File: src/rtl/dsp_mem_deframer.sv
// Serial-readout deframer for the DSP snapshot memory: hunts the preamble,
// deserializes the payload into words, then checks the postamble.
module dsp_mem_deframer #(
  parameter int FrameLength   = 64,
  parameter int WordWidth     = 16,
  parameter int PayloadLength = 101376,
  parameter int HuntTimeout   = 262144,
  localparam int CntW         = $clog2(PayloadLength / WordWidth + 1)
) (
  input  logic                   i_clk,
  input  logic                   i_rst_n,
  input  logic                   i_bit,
  input  logic                   i_bit_vld,
  input  logic                   i_start,
  input  logic [FrameLength-1:0] i_syncword,
  output logic [WordWidth-1:0]   o_word,
  output logic                   o_word_vld,
  output logic [CntW-1:0]        o_word_cnt,
  output logic                   o_busy,
  output logic                   o_done,
  output logic                   o_sync_err,
  output logic                   o_timeout
);

  localparam int HW = $clog2(HuntTimeout + 1);
  localparam int PW = $clog2(PayloadLength + 1);
  localparam int FW = $clog2(FrameLength + 1);
  localparam int BW = $clog2(WordWidth + 1);

  localparam logic [HW-1:0] HuntLast  = HW'(HuntTimeout - 1);
  localparam logic [HW-1:0] QualMin   = HW'(FrameLength - 1);
  localparam logic [PW-1:0] PayLast   = PW'(PayloadLength - 1);
  localparam logic [FW-1:0] FrameLast = FW'(FrameLength - 1);
  localparam logic [BW-1:0] WordLast  = BW'(WordWidth - 1);

  typedef enum logic [2:0] {IDLE, HUNT, PAYLOAD, POST, DONE} state_e;

  state_e                 state_q, state_d;
  logic [FrameLength-1:0] sync_q, sync_d;
  logic [FrameLength-1:0] shift_q, shift_d;
  logic [HW-1:0]          huntCnt_q, huntCnt_d;
  logic [PW-1:0]          payCnt_q, payCnt_d;
  logic [FW-1:0]          postCnt_q, postCnt_d;
  logic [BW-1:0]          bitCnt_q, bitCnt_d;
  logic [WordWidth-1:0]   wordSh_q, wordSh_d;
  logic [WordWidth-1:0]   word_q, word_d;
  logic                   wordVld_q, wordVld_d;
  logic [CntW-1:0]        wordCnt_q, wordCnt_d;
  logic                   done_q, done_d;
  logic                   syncErr_q, syncErr_d;
  logic                   timeout_q, timeout_d;

  logic [FrameLength-1:0] shiftIn;
  logic [WordWidth-1:0]   wordIn;

  assign shiftIn = {shift_q[FrameLength-2:0], i_bit};
  assign wordIn  = {wordSh_q[WordWidth-2:0], i_bit};

  always_ff @(posedge i_clk or negedge i_rst_n) begin
    if (!i_rst_n) begin
      state_q   <= IDLE;
      sync_q    <= '0;
      shift_q   <= '0;
      huntCnt_q <= '0;
      payCnt_q  <= '0;
      postCnt_q <= '0;
      bitCnt_q  <= '0;
      wordSh_q  <= '0;
      word_q    <= '0;
      wordVld_q <= 1'b0;
      wordCnt_q <= '0;
      done_q    <= 1'b0;
      syncErr_q <= 1'b0;
      timeout_q <= 1'b0;
    end else begin
      state_q   <= state_d;
      sync_q    <= sync_d;
      shift_q   <= shift_d;
      huntCnt_q <= huntCnt_d;
      payCnt_q  <= payCnt_d;
      postCnt_q <= postCnt_d;
      bitCnt_q  <= bitCnt_d;
      wordSh_q  <= wordSh_d;
      word_q    <= word_d;
      wordVld_q <= wordVld_d;
      wordCnt_q <= wordCnt_d;
      done_q    <= done_d;
      syncErr_q <= syncErr_d;
      timeout_q <= timeout_d;
    end
  end

  always_comb begin
    state_d   = state_q;
    sync_d    = sync_q;
    shift_d   = shift_q;
    huntCnt_d = huntCnt_q;
    payCnt_d  = payCnt_q;
    postCnt_d = postCnt_q;
    bitCnt_d  = bitCnt_q;
    wordSh_d  = wordSh_q;
    word_d    = word_q;
    wordVld_d = 1'b0;
    wordCnt_d = wordCnt_q;
    done_d    = done_q;
    syncErr_d = syncErr_q;
    timeout_d = timeout_q;

    case (state_q)
      IDLE, DONE: begin
        // o_word is deliberately kept so software can still read the last word.
        if (i_start) begin
          state_d   = HUNT;
          sync_d    = i_syncword;
          shift_d   = '0;
          huntCnt_d = '0;
          payCnt_d  = '0;
          postCnt_d = '0;
          bitCnt_d  = '0;
          wordSh_d  = '0;
          wordCnt_d = '0;
          done_d    = 1'b0;
          syncErr_d = 1'b0;
          timeout_d = 1'b0;
        end
      end
      HUNT: begin
        if (i_bit_vld) begin
          shift_d   = shiftIn;
          huntCnt_d = huntCnt_q + 1'b1;
          // Match is checked first so it wins over a timeout on the same bit.
          if (huntCnt_q >= QualMin && shiftIn == sync_q) begin
            state_d = PAYLOAD;
          end else if (huntCnt_q == HuntLast) begin
            timeout_d = 1'b1;
            done_d    = 1'b1;
            state_d   = DONE;
          end
        end
      end
      PAYLOAD: begin
        if (i_bit_vld) begin
          wordSh_d = wordIn;
          payCnt_d = payCnt_q + 1'b1;
          if (bitCnt_q == WordLast) begin
            bitCnt_d  = '0;
            word_d    = wordIn;
            wordVld_d = 1'b1;
            wordCnt_d = wordCnt_q + 1'b1;
          end else begin
            bitCnt_d = bitCnt_q + 1'b1;
          end
          if (payCnt_q == PayLast) begin
            state_d = POST;
          end
        end
      end
      POST: begin
        if (i_bit_vld) begin
          shift_d   = shiftIn;
          postCnt_d = postCnt_q + 1'b1;
          if (postCnt_q == FrameLast) begin
            done_d    = 1'b1;
            syncErr_d = (shiftIn != sync_q);
            state_d   = DONE;
          end
        end
      end
      default: state_d = IDLE;
    endcase
  end

  assign o_word     = word_q;
  assign o_word_vld = wordVld_q;
  assign o_word_cnt = wordCnt_q;
  assign o_busy     = (state_q == HUNT) || (state_q == PAYLOAD) || (state_q == POST);
  assign o_done     = done_q;
  assign o_sync_err = syncErr_q;
  assign o_timeout  = timeout_q;

endmodule

File: config.mk
export PLATFORM = sky130hd
export DESIGN_NAME = dsp_mem_deframer
export DESIGN_NICKNAME = d
export VERILOG_FILES = /design/src/rtl/dsp_mem_deframer.sv
export SDC_FILE = /design/constraint.sdc
export NUM_CORES = 1
export LEC_CHECK = 0
export ABC_AREA = 0
export CORE_UTILIZATION = 40
export DETAILED_ROUTE_END_ITERATION = 8
export GPL_ROUTABILITY_DRIVEN = 0
export PLACE_DENSITY = 0.66
export RECOVER_POWER = 50
export SYNTH_ARGS = -nofsm -noshare
export SYNTH_HDL_FRONTEND = slang
export SYNTH_SLANG_ARGS = --single-unit
File: constraint.sdc
create_clock -name i_clk -period 2.03 [get_ports i_clk]
set_input_delay 0.406 -clock i_clk [delete_from_list [all_inputs] [get_ports i_clk]]
set_output_delay 0.406 -clock i_clk [all_outputs]
set_load 0.005 [all_outputs]
After elaboration in Yosys (flattened, before gate mapping)
Cells that the tools add are included.
Storage, ports and cells
  register bits after elaboration: 226
  bits of input ports: 69
  output and inout bits: 34
  logic and storage cells: 109
Operators by class
  add/sub/neg operators: 5
  $lt $le $gt $ge: 1
  eq/ne operators: 21
  mux-type cells: 46
  reductions and logical operators: 22
Operators with widths (number)
  63-bit two-way mux: 2
  63-bit one-hot mux with 2 select lines: 1
  64-bit == test: 1
  64-bit != test: 1
  13-bit two-way mux: 3
  19-bit two-way mux: 2
  19-bit one-hot mux with 2 select lines: 1
  17-bit two-way mux: 2
  17-bit one-hot mux with 2 select lines: 1
  15-bit two-way mux: 2
  15-bit one-hot mux with 2 select lines: 1
  13-bit one-hot mux with 2 select lines: 1
  3-bit two-way mux: 8
  19-bit by 1-bit adder with 19-bit output (second input constant): 1
  19-bit by 18-bit == test with 1-bit output (second input constant): 1
  19-bit by 6-bit >= comparator with 1-bit output (second input constant): 1
  2-bit != test (second input constant): 9
  17-bit by 1-bit adder with 17-bit output (second input constant): 1
  17-bit == test (second input constant): 1
  5-bit two-way mux: 3
  3-bit AND reduction: 5
  7-bit two-way mux: 2
  7-bit one-hot mux with 2 select lines: 1
  7-bit AND reduction: 2
  24 further kinds: 42

Depth between registers and ports, before layout
  word-level depth: 5
  gate-level depth with buffers: 8
  mapped depth without buffers: 7

Least setup slack after synthesis
No wires, ideal clock.
  path type: register -> register
  start point: register state_q[2]
  end point: register word_q[10], in the netlist o_word[10]
  setup time: 0.125 ns
  arrival: 1.735 ns
  required time: 1.905 ns
  path slack: 0.171 ns
  stages on the path, launching flop included: 8
  path buffers: 3
  clock period less this slack: 1.859 ns
  cell sequence: dfrtp_1 buf_2 nor3b_1 and2_1 nor2b_1 buf_2 buf_4 mux2_2
Between the ends
  longest elaborated chain between the ends: 2
RTL lines
  start: declaration: RTL line 38  | state_e state_q, state_d;
  start signal: assignment: RTL line 76  | state_q <= state_d;
  3-bit by 2-bit == test with 1-bit output: RTL line 109  | case (state_q)
  3-bit AND reduction (no source line)
  end signal: assignment: RTL line 84  | word_q <= word_d;
  end: declaration: RTL line 46  | logic [WordWidth-1:0] word_q, word_d;
Every way passes these cells.
A chain may end at the register's enable or synchronous reset.

Worst setup path after layout
  start point: register state_q[1]
  end point: register sync_q[48]
Between the ends
  longest elaborated chain between the ends: 3
  elaborated cells between the ends (all ways): 4
  those cells by class: eq/ne (1); reduce/logical (3)
RTL lines
  3-bit == test or 3-bit zero test (tied branches): RTL line 109
  2-bit OR reduction (*): RTL line 109
  2-bit AND reduction (no source line) (*)
  end signal: assignment: RTL line 77  | sync_q <= sync_d;
  end: declaration: RTL line 39  | logic [FrameLength-1:0] sync_q, sync_d;
Mark *: on every way between the ends. The rest lies on a longest branch, timed or not.

==> out/metrics.yaml <==
sta:
  timing.final.crit_share: 1.04
  tightest_slew_ns: 1.37
  timing.hold.ws_ns: 0.418
  hold_viol: 0
  fin_worst_skew_ns: 0.0101
  drv_slew: 0
  grt_setup_unrepaired: "true"
  fin_ws_ns: -0.0798
  min_period_ns: 2.11
  setup_viol: 40
  relSlewSlack: 0.0859
  fmax_ghz: 0.474
placement:
  place_hpwl_um: 16100
  place_area_um2: 12200
  io_buffers: 102
finish:
  final_util: 0.524
  area_delta_synth_final_pct: 29.2
  design_area_um2: 13200
  nNetsFinal: 1333
  drive_gt1_frac: 0.140
  n_antenna_cell: 0
setup_path:
  r2r_start: "state_q[1]"
  worst_setup_path_end_kind: "flip-flop"
  r2r_cells: 7
  crit_path_start_kind: "flip-flop"
  crit_path_max_incr_delay_ns: 0.56
  critPathBufInv: 3
  cp_max_fo: 34
  slowest_stage: "and2_0"
  reg2reg_slack_ns: -0.08
  timing.rr.end: "sync_q[48]"
  arrival_ns: 2.56
  crit_required_ns: 2.48
  critPathKind: "reg -> reg"
  crit_family: "buffers and inverters"
  crit_chain: "buf_4 > nor2_4 > and2_0 > buf_4 > buf_12 > nand2_1 > nand2_1"
logic_synthesis:
  ys_ff_latch: 226
  netlist-cell-type-count: 48
  synth_nets: 1167
  synthArstFlopShare: 1.00
  synthTopCellsByArea: "dfrtp_1, nand2_1, xnor2_1, a21oi_1, xor2_1"
  synth_ff_type: "dfrtp_1"
  synthCells: 1093
  synth_edf_count: 0
  avgSynthCellArea_um2: 9.32
  synth.most_common_cell: "nand2_1"
  synth_area_um2: 10200
  yosysTopAreaCell: "dfrtp_1"
  yosysSeqAreaShare: 0.555
  yosys_warnings: 0
  synth_top_area_frac: 0.555
  yosys-top-cells-count: "nand2_1, dfrtp_1, xnor2_1"
clocking:
  h-tree-depth: 1
  cts_tree: "built"
  path_clk_slew_ns: 0.06
  clockBufferDepth: 3
  cts-root-buf: "clkbuf_16"
  cts_buffers: 25
  clock_latency_ns: 0.51
  clock-sinks: 226
floorplanning:
  dieHeight_um: 162
  coreArea_um2: 25100
  die_width_um: 162
  rows: 58
  dieArea_um2: 26100
  start_util: 0.406
  io_pins: 103
pwr:
  ir_drop_mv: 0.621
  power.density_nw_per_um2: 1060
  power.total_mw: 13.9
  leakage_nw: 5.99
grt:
  grt_max_degree: 64
  antenna_found_initial: 0
  grt_first_pass_wirelength_um: 39400
  track_usage: 0.186
  overflow: 0
  grt_pass1_vias: 7904
outcome:
  status: "complete, but fails checks"
  violations: "negative setup slack"
job:
  max_cap_violations: 0
route:
  antenna_left: 0
  num_vias: 7811
  wl_met2_um: 11100
  drc_errors: 0
  wirelength_um: 23500
  vias_per_cell: 4.87
  met3WireLength_um: 804
  highest_layer: "met4"
  avgRoutedWirePerCell_um: 14.6
  drt_iter0_markers: 391
  drt-pass1-iter-count: 6
  met1_length_um: 11200
worst_hold_path:
  hold_end: "sync_q[6]"
  hp-class: "in -> reg"
  whs_path_depth: 3
  min_from: "i_syncword[6]"
-- where the power goes --
part           internal, mW  switching (mW)  leakage (nW)
logic                  1.59            1.98          2.54
clock network          2.70            1.74         0.407
registers              5.25           0.648          3.05
total                  9.54            4.37          5.99
-- metrics by stage --
step,TNS (ns),worst slack [ns],cells
floorplan,0,0.171,1093
global placement,-10.46,-0.373,1557
detailed placement,-10.77,-0.484,1557
CTS,-0.215,-0.102,1605
global route,-21.22,-0.328,1605
finish,-2.22,-0.0798,1605
-- layer usage --
layer,vias up,GRT usage
li1,3897,-
met2,118,0.302
met4,0,0.0480
met5,-,0
met1,3769,0.264
met3,27,0.0231
-- how the worst max path moves through the flow --
| stage | startpoint | to | slack (ns) | cells after the start |
|---|---|---|---|---|
| after global routing | sync_q[2] | state_q[0] | -0.33 | 7 |
| after global placement | i_bit | state_q[1] | -0.37 | 7 |
| after CTS | shift_q[35] | state_q[0] | -0.10 | 8 |
| after floorplan | state_q[2] | o_word[10] | 0.17 | 7 |
| after detailed placement | i_bit | state_q[1] | -0.48 | 7 |
| final | state_q[1] | sync_q[48] | -0.08 | 7 |
-- layout by cell type, fill, tap and decap left out, types with 3 or more instances in the layout --
cell	instances
o21ai_0	28
and3_1	8
clkinv_2	4
xnor2_2	7
clkdlybuf4s50_1	100
a21oi_1	75
ha_1	5
nand2_1	389
xnor2_1	70
clkbuf_1	4
and2_1	3
nor3_1	7
mux2_2	19
dfrtp_1	225
buf_12	11
nand2b_1	3
inv_1	8
clkbuf_8	12
nor4_1	6
xor2_1	30
nand4_1	27
nor2_1	59
buf_4	76
nand3_2	3
clkbuf_16	25
nand3_1	19
or3_1	7
and4_1	3
-- worst min-delay path: stages --
cell and delay (ns):
clkdlybuf4s50_1 0.39, nand2_1 0.05, nand2_1 0.04
-- timing repair --
action | CTS | global route
buffers inserted | 4 | 0
pin swaps | 7 | 4
endpoints found under the setup margin | 6 | 7
gates resized for setup | 15 | 6
hold buffers | 1 | 0
endpoints found under the hold margin | 46 | 0
-- sequential cells by signal (all words and copies together) (netlist names), 3 cells and up --
| signal | flops |
|---|---|
| wordSh_q | 15 |
| o_word_cnt | 13 |
| state_q | 3 |
| sync_q | 64 |
| huntCnt_q | 19 |
| bitCnt_q | 5 |
| postCnt_q | 7 |
| shift_q | 63 |
| o_word | 16 |
| payCnt_q | 17 |
-- area by class of cell --
class,instances,area (um^2)
repair buffers,193,1860
fillers,2361,11900
flip-flops and latches,226,5660
multi-input cells,805,4390
inverters,8,30.0
well taps,330,413
clock inverters,5,50.0
clock buffers,38,764
-- kinds of logic (layout without fill, tap and decap cells) --
kind of cell | after synthesis | after routing | synth area share
buf+inv | 62 | 244 | 0.0255
compound gates | 117 | 117 | 0.0665
fa+ha+maj | 5 | 5 | 0.00614
xor+xnor | 107 | 107 | 0.0920
simple gates | 556 | 556 | 0.233
flops | 226 | 226 | 0.555
mux | 20 | 20 | 0.0220
Power figures use the tool's default switching activity.
